--- src/rtl/alu_cmd_master.sv ---
// Command master for a FIFO-fed ALU: it forwards host commands downstream and pairs returning results
// with their commands. Each response is flagged if its result differs from the locally computed value.
module alu_cmd_master #(
   parameter int DEPTH   = 4,
   parameter int TIMEOUT = 64
) (
   input  logic                   clk,
   input  logic                   reset,
   input  logic                   cmd_valid,
   output logic                   cmd_ready,
   input  logic [3:0]             cmd_a,
   input  logic [3:0]             cmd_b,
   input  logic [1:0]             cmd_op,
   output logic [9:0]             data,
   output logic                   valid,
   input  logic                   ready,
   input  logic [8:0]             result,
   input  logic                   result_valid,
   output logic                   rsp_valid,
   input  logic                   rsp_ready,
   output logic [8:0]             rsp_result,
   output logic [3:0]             rsp_a,
   output logic [3:0]             rsp_b,
   output logic [1:0]             rsp_op,
   output logic                   rsp_mismatch,
   output logic [$clog2(DEPTH):0] outstanding,
   output logic                   orphan_err,
   output logic                   timeout_err
);

   localparam int PW = $clog2(DEPTH);
   localparam int OW = PW + 1;
   localparam int TW = $clog2(TIMEOUT + 1);
   localparam logic [OW-1:0] DEPTH_V   = OW'(DEPTH);
   localparam logic [TW-1:0] TIMEOUT_V = TW'(TIMEOUT);

   typedef enum logic {IDLE, SEND} state_t;

   state_t          state_q, state_d;
   logic [9:0]      data_q, data_d;
   logic            valid_q, valid_d;
   logic [OW-1:0]   out_q, out_d;

   logic [9:0]      pend_mem_q [DEPTH];
   logic [9:0]      pend_mem_d [DEPTH];
   logic [PW-1:0]   pend_wr_q, pend_wr_d, pend_rd_q, pend_rd_d;
   logic [OW-1:0]   pend_cnt_q, pend_cnt_d;

   logic [19:0]     rsp_mem_q [DEPTH];
   logic [19:0]     rsp_mem_d [DEPTH];
   logic [PW-1:0]   rsp_wr_q, rsp_wr_d, rsp_rd_q, rsp_rd_d;
   logic [OW-1:0]   rsp_cnt_q, rsp_cnt_d;

   logic [TW-1:0]   tmo_cnt_q, tmo_cnt_d;
   logic            orphan_q, orphan_d;
   logic            tmo_err_q, tmo_err_d;

   logic            accept, pend_push, pend_pop, rsp_pop;
   logic [9:0]      pend_head;
   logic [1:0]      head_op;
   logic [3:0]      head_a, head_b;
   logic [8:0]      expected;
   logic            check_en, mismatch;
   logic [19:0]     rsp_head;

   // Reference model for the oldest pending command; divide-by-zero is never flagged.
   always_comb begin
      pend_head = pend_mem_q[pend_rd_q];
      head_op   = pend_head[9:8];
      head_a    = pend_head[7:4];
      head_b    = pend_head[3:0];
      expected  = '0;
      check_en  = 1'b1;
      case (head_op)
         2'd0: expected = 9'(head_a) + 9'(head_b);
         2'd1: expected = 9'(head_a) - 9'(head_b);
         2'd2: expected = 9'(head_a) * 9'(head_b);
         default: begin
            if (head_b == 4'd0) check_en = 1'b0;
            else                expected = 9'(head_a) / 9'(head_b);
         end
      endcase
      mismatch = check_en && (result != expected);
   end

   always_comb begin
      state_d    = state_q;
      data_d     = data_q;
      valid_d    = valid_q;
      out_d      = out_q;
      pend_mem_d = pend_mem_q;
      pend_wr_d  = pend_wr_q;
      pend_rd_d  = pend_rd_q;
      pend_cnt_d = pend_cnt_q;
      rsp_mem_d  = rsp_mem_q;
      rsp_wr_d   = rsp_wr_q;
      rsp_rd_d   = rsp_rd_q;
      rsp_cnt_d  = rsp_cnt_q;
      tmo_cnt_d  = tmo_cnt_q;
      orphan_d   = orphan_q;
      tmo_err_d  = tmo_err_q;
      pend_push  = 1'b0;

      cmd_ready = (state_q == IDLE) && (out_q < DEPTH_V);
      accept    = cmd_valid && cmd_ready;
      pend_pop  = result_valid && (pend_cnt_q != '0);
      rsp_pop   = (rsp_cnt_q != '0) && rsp_ready;

      case (state_q)
         IDLE: begin
            if (accept) begin
               data_d  = {cmd_op, cmd_b, cmd_a};
               valid_d = 1'b1;
               state_d = SEND;
            end
         end
         default: begin
            if (ready) begin
               valid_d   = 1'b0;
               pend_push = 1'b1;
               state_d   = IDLE;
            end
         end
      endcase

      // Pending entries are stored as {op, a, b}, unlike the {op, b, a} wire format.
      if (pend_push) begin
         pend_mem_d[pend_wr_q] = {data_q[9:8], data_q[3:0], data_q[7:4]};
         pend_wr_d = pend_wr_q + PW'(1);
      end
      if (pend_pop) begin
         pend_rd_d = pend_rd_q + PW'(1);
         rsp_mem_d[rsp_wr_q] = {result, head_op, head_a, head_b, mismatch};
         rsp_wr_d = rsp_wr_q + PW'(1);
      end
      if (rsp_pop) rsp_rd_d = rsp_rd_q + PW'(1);
      if (result_valid && (pend_cnt_q == '0)) orphan_d = 1'b1;

      case ({pend_push, pend_pop})
         2'b10:   pend_cnt_d = pend_cnt_q + OW'(1);
         2'b01:   pend_cnt_d = pend_cnt_q - OW'(1);
         default: pend_cnt_d = pend_cnt_q;
      endcase
      case ({pend_pop, rsp_pop})
         2'b10:   rsp_cnt_d = rsp_cnt_q + OW'(1);
         2'b01:   rsp_cnt_d = rsp_cnt_q - OW'(1);
         default: rsp_cnt_d = rsp_cnt_q;
      endcase
      case ({accept, rsp_pop})
         2'b10:   out_d = out_q + OW'(1);
         2'b01:   out_d = out_q - OW'(1);
         default: out_d = out_q;
      endcase

      if (result_valid || (pend_cnt_q == '0)) tmo_cnt_d = '0;
      else if (tmo_cnt_q != TIMEOUT_V)        tmo_cnt_d = tmo_cnt_q + TW'(1);
      if (tmo_cnt_d == TIMEOUT_V) tmo_err_d = 1'b1;
   end

   always_ff @(posedge clk) begin
      if (reset) begin
         state_q    <= IDLE;
         data_q     <= '0;
         valid_q    <= 1'b0;
         out_q      <= '0;
         pend_mem_q <= '{default: '0};
         pend_wr_q  <= '0;
         pend_rd_q  <= '0;
         pend_cnt_q <= '0;
         rsp_mem_q  <= '{default: '0};
         rsp_wr_q   <= '0;
         rsp_rd_q   <= '0;
         rsp_cnt_q  <= '0;
         tmo_cnt_q  <= '0;
         orphan_q   <= 1'b0;
         tmo_err_q  <= 1'b0;
      end else begin
         state_q    <= state_d;
         data_q     <= data_d;
         valid_q    <= valid_d;
         out_q      <= out_d;
         pend_mem_q <= pend_mem_d;
         pend_wr_q  <= pend_wr_d;
         pend_rd_q  <= pend_rd_d;
         pend_cnt_q <= pend_cnt_d;
         rsp_mem_q  <= rsp_mem_d;
         rsp_wr_q   <= rsp_wr_d;
         rsp_rd_q   <= rsp_rd_d;
         rsp_cnt_q  <= rsp_cnt_d;
         tmo_cnt_q  <= tmo_cnt_d;
         orphan_q   <= orphan_d;
         tmo_err_q  <= tmo_err_d;
      end
   end

   assign rsp_head     = rsp_mem_q[rsp_rd_q];
   assign data         = data_q;
   assign valid        = valid_q;
   assign rsp_valid    = (rsp_cnt_q != '0);
   assign rsp_result   = rsp_head[19:11];
   assign rsp_op       = rsp_head[10:9];
   assign rsp_a        = rsp_head[8:5];
   assign rsp_b        = rsp_head[4:1];
   assign rsp_mismatch = rsp_head[0];
   assign outstanding  = out_q;
   assign orphan_err   = orphan_q;
   assign timeout_err  = tmo_err_q;

endmodule

--- config.mk ---
export PLATFORM = sky130hd
export DESIGN_NAME = alu_cmd_master
export DESIGN_NICKNAME = d
export VERILOG_FILES = /design/src/rtl/alu_cmd_master.sv
export SDC_FILE = /design/constraint.sdc
export NUM_CORES = 1
export LEC_CHECK = 0
export BUFFER_PORTS_ARGS = -buffer_cell sky130_fd_sc_hd__buf_2
export CAP_MARGIN = 25
export CORE_AREA = 2 2 91 180
export DETAILED_ROUTE_END_ITERATION = 16
export DIE_AREA = 0 0 93 182
export PLACE_DENSITY = 0.79
export SYNTH_ARGS = -nofsm -noshare
export SYNTH_HDL_FRONTEND = slang
export SYNTH_SLANG_ARGS = --single-unit
export TNS_END_PERCENT = 5
--- constraint.sdc ---
create_clock -name clk -period 14.75 [get_ports clk]
set_clock_uncertainty 0.1 [all_clocks]
set_input_delay 1.475 -clock clk [delete_from_list [all_inputs] [get_ports clk]]
set_output_delay 1.475 -clock clk [all_outputs]
set_load 0.005 [all_outputs]
# Word level (Yosys, flattened, before mapping)
# Cells that the tools add are included.
dict set report op_classes {
  add_sub_neg 13
  n_mul 1
  n_div 1
  order_cmp 7
  eq_ne 12
  muxes 29
  n_bitwise 5
  reduce_logical 21
}
# op count
set ops {}
lappend ops {{80-bit bitwise mux} 1}
lappend ops {{20-bit 2-to-1 mux} 3}
lappend ops {{20-bit binary-select mux with 2-bit select} 1}
lappend ops {{40-bit bitwise mux} 1}
lappend ops {{20-bit demux with 2-bit select} 1}
lappend ops {{10-bit 2-to-1 mux} 3}
lappend ops {{9-bit case mux with 3 select lines} 1}
lappend ops {{10-bit binary-select mux with 2-bit select} 1}
lappend ops {{10-bit demux with 2-bit select} 1}
lappend ops {{3-bit case mux with 2 select lines} 3}
lappend ops {{7-bit 2-to-1 mux} 2}
lappend ops {{3-bit greater-or-equal comparator, second input constant} 4}
lappend ops {{2-bit inverter with 3-bit output} 4}
lappend ops {{1-bit 2-to-1 mux} 10}
lappend ops {{3-bit by 1-bit adder with 3-bit output, second input constant} 3}
lappend ops {{4-bit by 4-bit divider with 9-bit output} 1}
lappend ops {{9-bit 2-to-1 mux} 1}
lappend ops {{9-bit inequality test} 1}
lappend ops {{3-bit by 1-bit subtractor with 3-bit output, second input constant} 3}
lappend ops {{2-bit by 1-bit adder with 2-bit output, second input constant} 4}
lappend ops {{2-bit by 1-bit equality test with 1-bit output, second input constant} 4}
lappend ops {{2-bit equality test, second input constant} 4}
lappend ops {{1-bit logical AND} 8}
lappend ops {{4-bit by 4-bit multiplier with 8-bit output} 1}
lappend ops {{17 further kinds} 23}
dict set report totals {
  regBits 158
  inputBits 25
  out_inout_bits 38
  word_cells 110
}

# Depth between registers and ports, before layout
dict set report depth {
  ltp_word 10
  ltp_mapped 65
}

# Worst setup path before layout
# No wires, ideal clock.
dict set report synth_timing {
  kind {register to register}
  start {reg pend_rd_q[0]}
  end {reg rsp_mem_q[60] (netlist name)}
  setup_time_ps 114
  arrival_ps 12391
  setup_slack_ps 2145
  path_stages_with_launch 58
  n_path_buf 3
  period_less_slack_ps 12605
  path_cell_list {dfxtp_1 buf_6 mux4_2 buf_6 inv_1 ha_1 o21a_1 nor2_1 or3_1 nor3_1 ha_1 nor4b_1 nor4_1 ha_1 a21boi_1 nor2_1 mux2_2 ha_1 [... 22 more ...] ha_1 nor2b_1 o21ai_0 nand2b_1 a21oi_1 o21ai_0 a211oi_1 o2111ai_1 a21oi_2 mux2_2 ha_1 a21o_1 a211oi_1 a31oi_1 a21o_1 nor4_1 nor4_2 a21o_1}
}
dict set report synth_between {
  elab_chain_cells 10
  elab_cells_between_ends 20
  cone_classes {2 x add/sub; 1 x mul; 1 x div; 3 x eq/ne; 8 x mux; 1 x bitwise; 4 x reduce/logical}
}
# item line
set synth_lines {}
lappend synth_lines {{start: declaration} 46} ;# logic [PW-1:0] pend_wr_q, pend_wr_d, pend_rd_q, pend_rd_d;
lappend synth_lines {{start signal: assignment} 184} ;# pend_rd_q <= pend_rd_d;
lappend synth_lines {{2-bit inverter with 3-bit output (not written as such) (*)} 68} ;# pend_head = pend_mem_q[pend_rd_q];
lappend synth_lines {{10-bit binary-select mux with 2-bit select (*)} 68}
lappend synth_lines {{10-bit 2-to-1 mux (not written as such) (*) (2 in series)} 68}
lappend synth_lines {{via pend_head[1]} 59} ;# logic [9:0] pend_head;
lappend synth_lines {{4-bit by 4-bit divider with 9-bit output / 4-bit logical NOT (equally long branches)} {80, 79}}
lappend synth_lines {{9-bit 2-to-1 mux} 79} ;# if (head_b == 4'd0) check_en = 1'b0;
lappend synth_lines {{9-bit case mux with 3 select lines} 74} ;# case (head_op)
lappend synth_lines {{9-bit inequality test} 83} ;# mismatch = check_en && (result != expected);
lappend synth_lines {{1-bit logical AND (*)} 83}
lappend synth_lines {{80-bit bitwise mux (*)} 133} ;# rsp_mem_d[rsp_wr_q] = {result, head_op, head_a, head_b, mismatch};
lappend synth_lines {{end signal: assignment} 186} ;# rsp_mem_q <= rsp_mem_d;
lappend synth_lines {{end: declaration} 49} ;# logic [19:0] rsp_mem_q [DEPTH];
# Mark *: on every way through the listed nets, which the timed path passes. The rest lies on a longest branch. The select of a mux whose other input is x is not followed.
# A chain may end at the register's enable or synchronous reset.

# Worst setup path in the final report
dict set report layout_timing {
  start {reg pend_rd_q[1]}
  end {reg rsp_mem_q[60] (netlist name)}
}
dict set report layout_between {
  elab_chain_cells 10
  elab_cells_between_ends 20
  cone_classes {2 x add/sub; 1 x mul; 1 x div; 3 x eq/ne; 8 x mux; 1 x bitwise; 4 x reduce/logical}
}
# item line
set layout_lines {}
lappend layout_lines {{2-bit inverter with 3-bit output (not written as such) (*)} 68}
lappend layout_lines {{10-bit binary-select mux with 2-bit select (*)} 68}
lappend layout_lines {{10-bit 2-to-1 mux (not written as such) (*) (2 in series)} 68}
lappend layout_lines {{4-bit by 4-bit divider with 9-bit output / 4-bit logical NOT (equally long branches)} {80, 79}}
lappend layout_lines {{9-bit 2-to-1 mux} 79}
lappend layout_lines {{9-bit case mux with 3 select lines} 74}
lappend layout_lines {{9-bit inequality test} 83}
lappend layout_lines {{1-bit logical AND (*)} 83}
lappend layout_lines {{80-bit bitwise mux (*)} 133}
# Mark *: on every way between the ends. The rest lies on a longest branch, timed or not. The select of a mux whose other input is x is not followed.

==> flow_metrics.env <==
export IMPL_start_kind="flop"
export IMPL_first_global_vias=7910
export IMPL_drt_iter0_markers=571
export IMPL_vias=8297
export IMPL_core_area_um2=15620
export IMPL_antenna_found_initial=0
export IMPL_hold_viol_final=0
export IMPL_grt_max_degree=88
export IMPL_fin_setup_tns_ns=0
export IMPL_slowest_delay_ns=0.64
export IMPL_wl_um=23580
export IMPL_status="finished, final reports clean"
export IMPL_max_cap_viol_count=0
export IMPL_min_period_ns=13.62
export IMPL_ys_async_sr_fraction_pct=0
export IMPL_worst_pin_slew_ns=0.9459
export IMPL_cts_repair_resized=0
export IMPL_setup_viol=0
export IMPL_yosysMostFrequentCell="nand2_1"
export IMPL_vdd_ir_drop_max_mv=0.1140
export IMPL_antennaDiodeCount=0
export IMPL_synth_seq_area_share_pct=34.10
export IMPL_critPathCaptureType="flop"
export IMPL_ys_types=78
export IMPL_dr_pass1_iters=6
export IMPL_relSlewSlack_pct=36.94
export IMPL_reg2reg_depth=57
export IMPL_stdcell_area_um2=10290
export IMPL_port_buffers=62
export IMPL_yosysWarnings=0
export IMPL_fin_nets=1267
export IMPL_drive_gt1_share_pct=13.97
export IMPL_die_w_um=93
export IMPL_mappedNetlistArea_um2=9275
export IMPL_ios=63
export IMPL_min_delay_path_depth=2
export IMPL_power_density_nw_per_um2=182.2
export IMPL_synth_seq_cells=158
export IMPL_crit_slowest_cell="dfxtp_1"
export IMPL_clkTransAtPathRegs_ns=0.07
export IMPL_row_count=65
export IMPL_post_cts_buffers=0
export IMPL_dp_hpwl_um=16380
export IMPL_holdBufCountCts=0
export IMPL_htreeDepth=4
export IMPL_synthTopCellsByCount="nand2_1 (286), a21oi_1 (160), dfxtp_1 (158)"
export IMPL_clock_sinks=158
export IMPL_drc=0
export IMPL_synth_edff_count=0
export IMPL_path_max_fanout=12
export IMPL_synth_flop_cell="dfxtp_1"
export IMPL_clockBufferDepth=2
export IMPL_crit_type="flop to flop"
export IMPL_synth_top_area_cell="dfxtp_1"
export IMPL_place_congestion=0.9297
export IMPL_vias_per_cell=6.004
export IMPL_gr_total_overflow=0
export IMPL_grtUsageTotal_pct=27.75
export IMPL_area_growth_pct=10.98
export IMPL_synth_top_area_share_pct=34.10
export IMPL_fillers=1262
export IMPL_worstPathRequired_ns=15.02
export IMPL_ant_nets=0
export IMPL_place_area_um2=9682
export IMPL_max_freq_mhz=73.42
export IMPL_grt_first_pass_wirelength_um=37650
export IMPL_start_util_pct=59.40
export IMPL_wire_per_inst_um=17.06
export IMPL_clock_latency_ns=0.42
export IMPL_netlist_instances=1129
export IMPL_crit_top_cell="ha_1"
export IMPL_die_h_um=182
export IMPL_cts_tree="yes"
export IMPL_rsz0062_at_grt="no"
export IMPL_synth_area_leaders="dfxtp_1 (34%), nand2_1 (12%), ha_1 (8.8%)"
export IMPL_holdCritPathClass="flop to flop"
export IMPL_synth_avg_cell_area_um2=8.215
export IMPL_p_leak_nw=3.814
export IMPL_fin_crit_sh_pct=92.34
export IMPL_die_area_um2=16930
export IMPL_cts_buffers_inserted=17
export IMPL_crit_arrival_ns=13.89
export IMPL_root_buffer="clkbuf_16"
export IMPL_slew_viol_final=0
## logic make-up after synthesis
| family | after synthesis | share of synthesized area (%) |
|---|---|---|
| AO/OA/AOI/OAI | 269 | 17.87 |
| AND/OR/NAND/NOR | 457 | 21.37 |
| flip-flops | 158 | 34.10 |
| adder cells (fa/ha/maj) | 75 | 10.82 |
| other | 1 | 0.04043 |
| XOR/XNOR | 30 | 2.833 |
| buffers and inverters | 96 | 4.101 |
| multiplexers | 43 | 8.863 |
## layer usage
layer | vias to the layer above | wire, µm | GRT usage, %
met3 | 63 | 1325 | 4.523
li1 | 4009 | - | -
met2 | 324 | 11930 | 48.17
met5 | - | 0 | 0
met4 | 0 | 844 | 12.35
met1 | 3901 | 9478 | 33.28
## cells in the final DEF (no fill, tap or decap), types with 12 or more instances in the layout
master,synthesis,final
nor3_1,22,22
nand2_1,286,286
o21a_1,12,12
xnor2_1,16,16
mux4_2,29,29
clkbuf_16,0,17
o21ai_0,21,21
inv_1,42,42
a21oi_1,160,160
dfxtp_1,158,157
nor2_1,70,69
xor2_1,14,14
buf_2,3,61
ha_1,65,65
## where the power goes
part           switching, W  total [W]  internal (W)
registers         0.0000275   0.000480      0.000453
logic              0.000590   0.000984      0.000394
clock network      0.000191   0.000412      0.000221
total              0.000808    0.00188       0.00107
## worst paths after layout
| path | start | to | slack, ns |
|---|---|---|---|
| worst min register to register | rsp_mem_q[14] | rsp_mem_q[14] | 0.35 |
| worst max register to register | pend_rd_q[1] | rsp_mem_q[60] | 1.13 |
| worst min-delay path | rsp_mem_q[14] | rsp_mem_q[14] | 0.35 |
| worst max-delay path | pend_rd_q[1] | rsp_mem_q[60] | 1.13 |
## through the flow
stage	setup WS (ns)	hold WS (ns)	instances	utilization, %	total power [W]
after floorplan	2.145	0.3315	1133	-	0.001228
after global placement	1.105	0.3373	1349	62.00	0.001397
after detailed placement	0.5148	0.3431	1349	62.00	0.001430
after CTS	0.4858	0.3516	1381	65.55	0.001839
after global routing	0.07467	0.3708	1382	65.92	0.001996
final	1.130	0.3535	1382	65.92	0.001875
## flip-flops by register name, summed over array words and instances, names as in the netlist, 2 cells and up
signal,flops
rsp_mem_q,80
pend_mem_q,40
data,10
tmo_cnt_q,7
outstanding,3
pend_cnt_q,3
rsp_cnt_q,3
pend_rd_q,2
pend_wr_q,2
rsp_rd_q,2
rsp_wr_q,2
## critical path, delay by kind of cell, from the launching register on
kind,cells,cell delay (ns)
DFF,1,0.64
buffers and inverters,2,0.33
muxes,3,1.23
AOI/OAI and AO/OA,31,6.20
and+or+nand+nor,13,2.80
adders and majority gates,8,2.26
## cell type report
cell class | instances | area (µm²) | area share, %
multi-input cells | 879 | 5776 | 56.11
flip-flops and latches | 158 | 3164 | 30.74
clock buffers | 17 | 425.4 | 4.133
repair buffers | 69 | 385.4 | 3.744
well taps | 201 | 251.5 | 2.443
inverters | 43 | 162.7 | 1.580
clock inverters | 15 | 128.9 | 1.252
No activity file was read; power rests on OpenSTA's default activity.
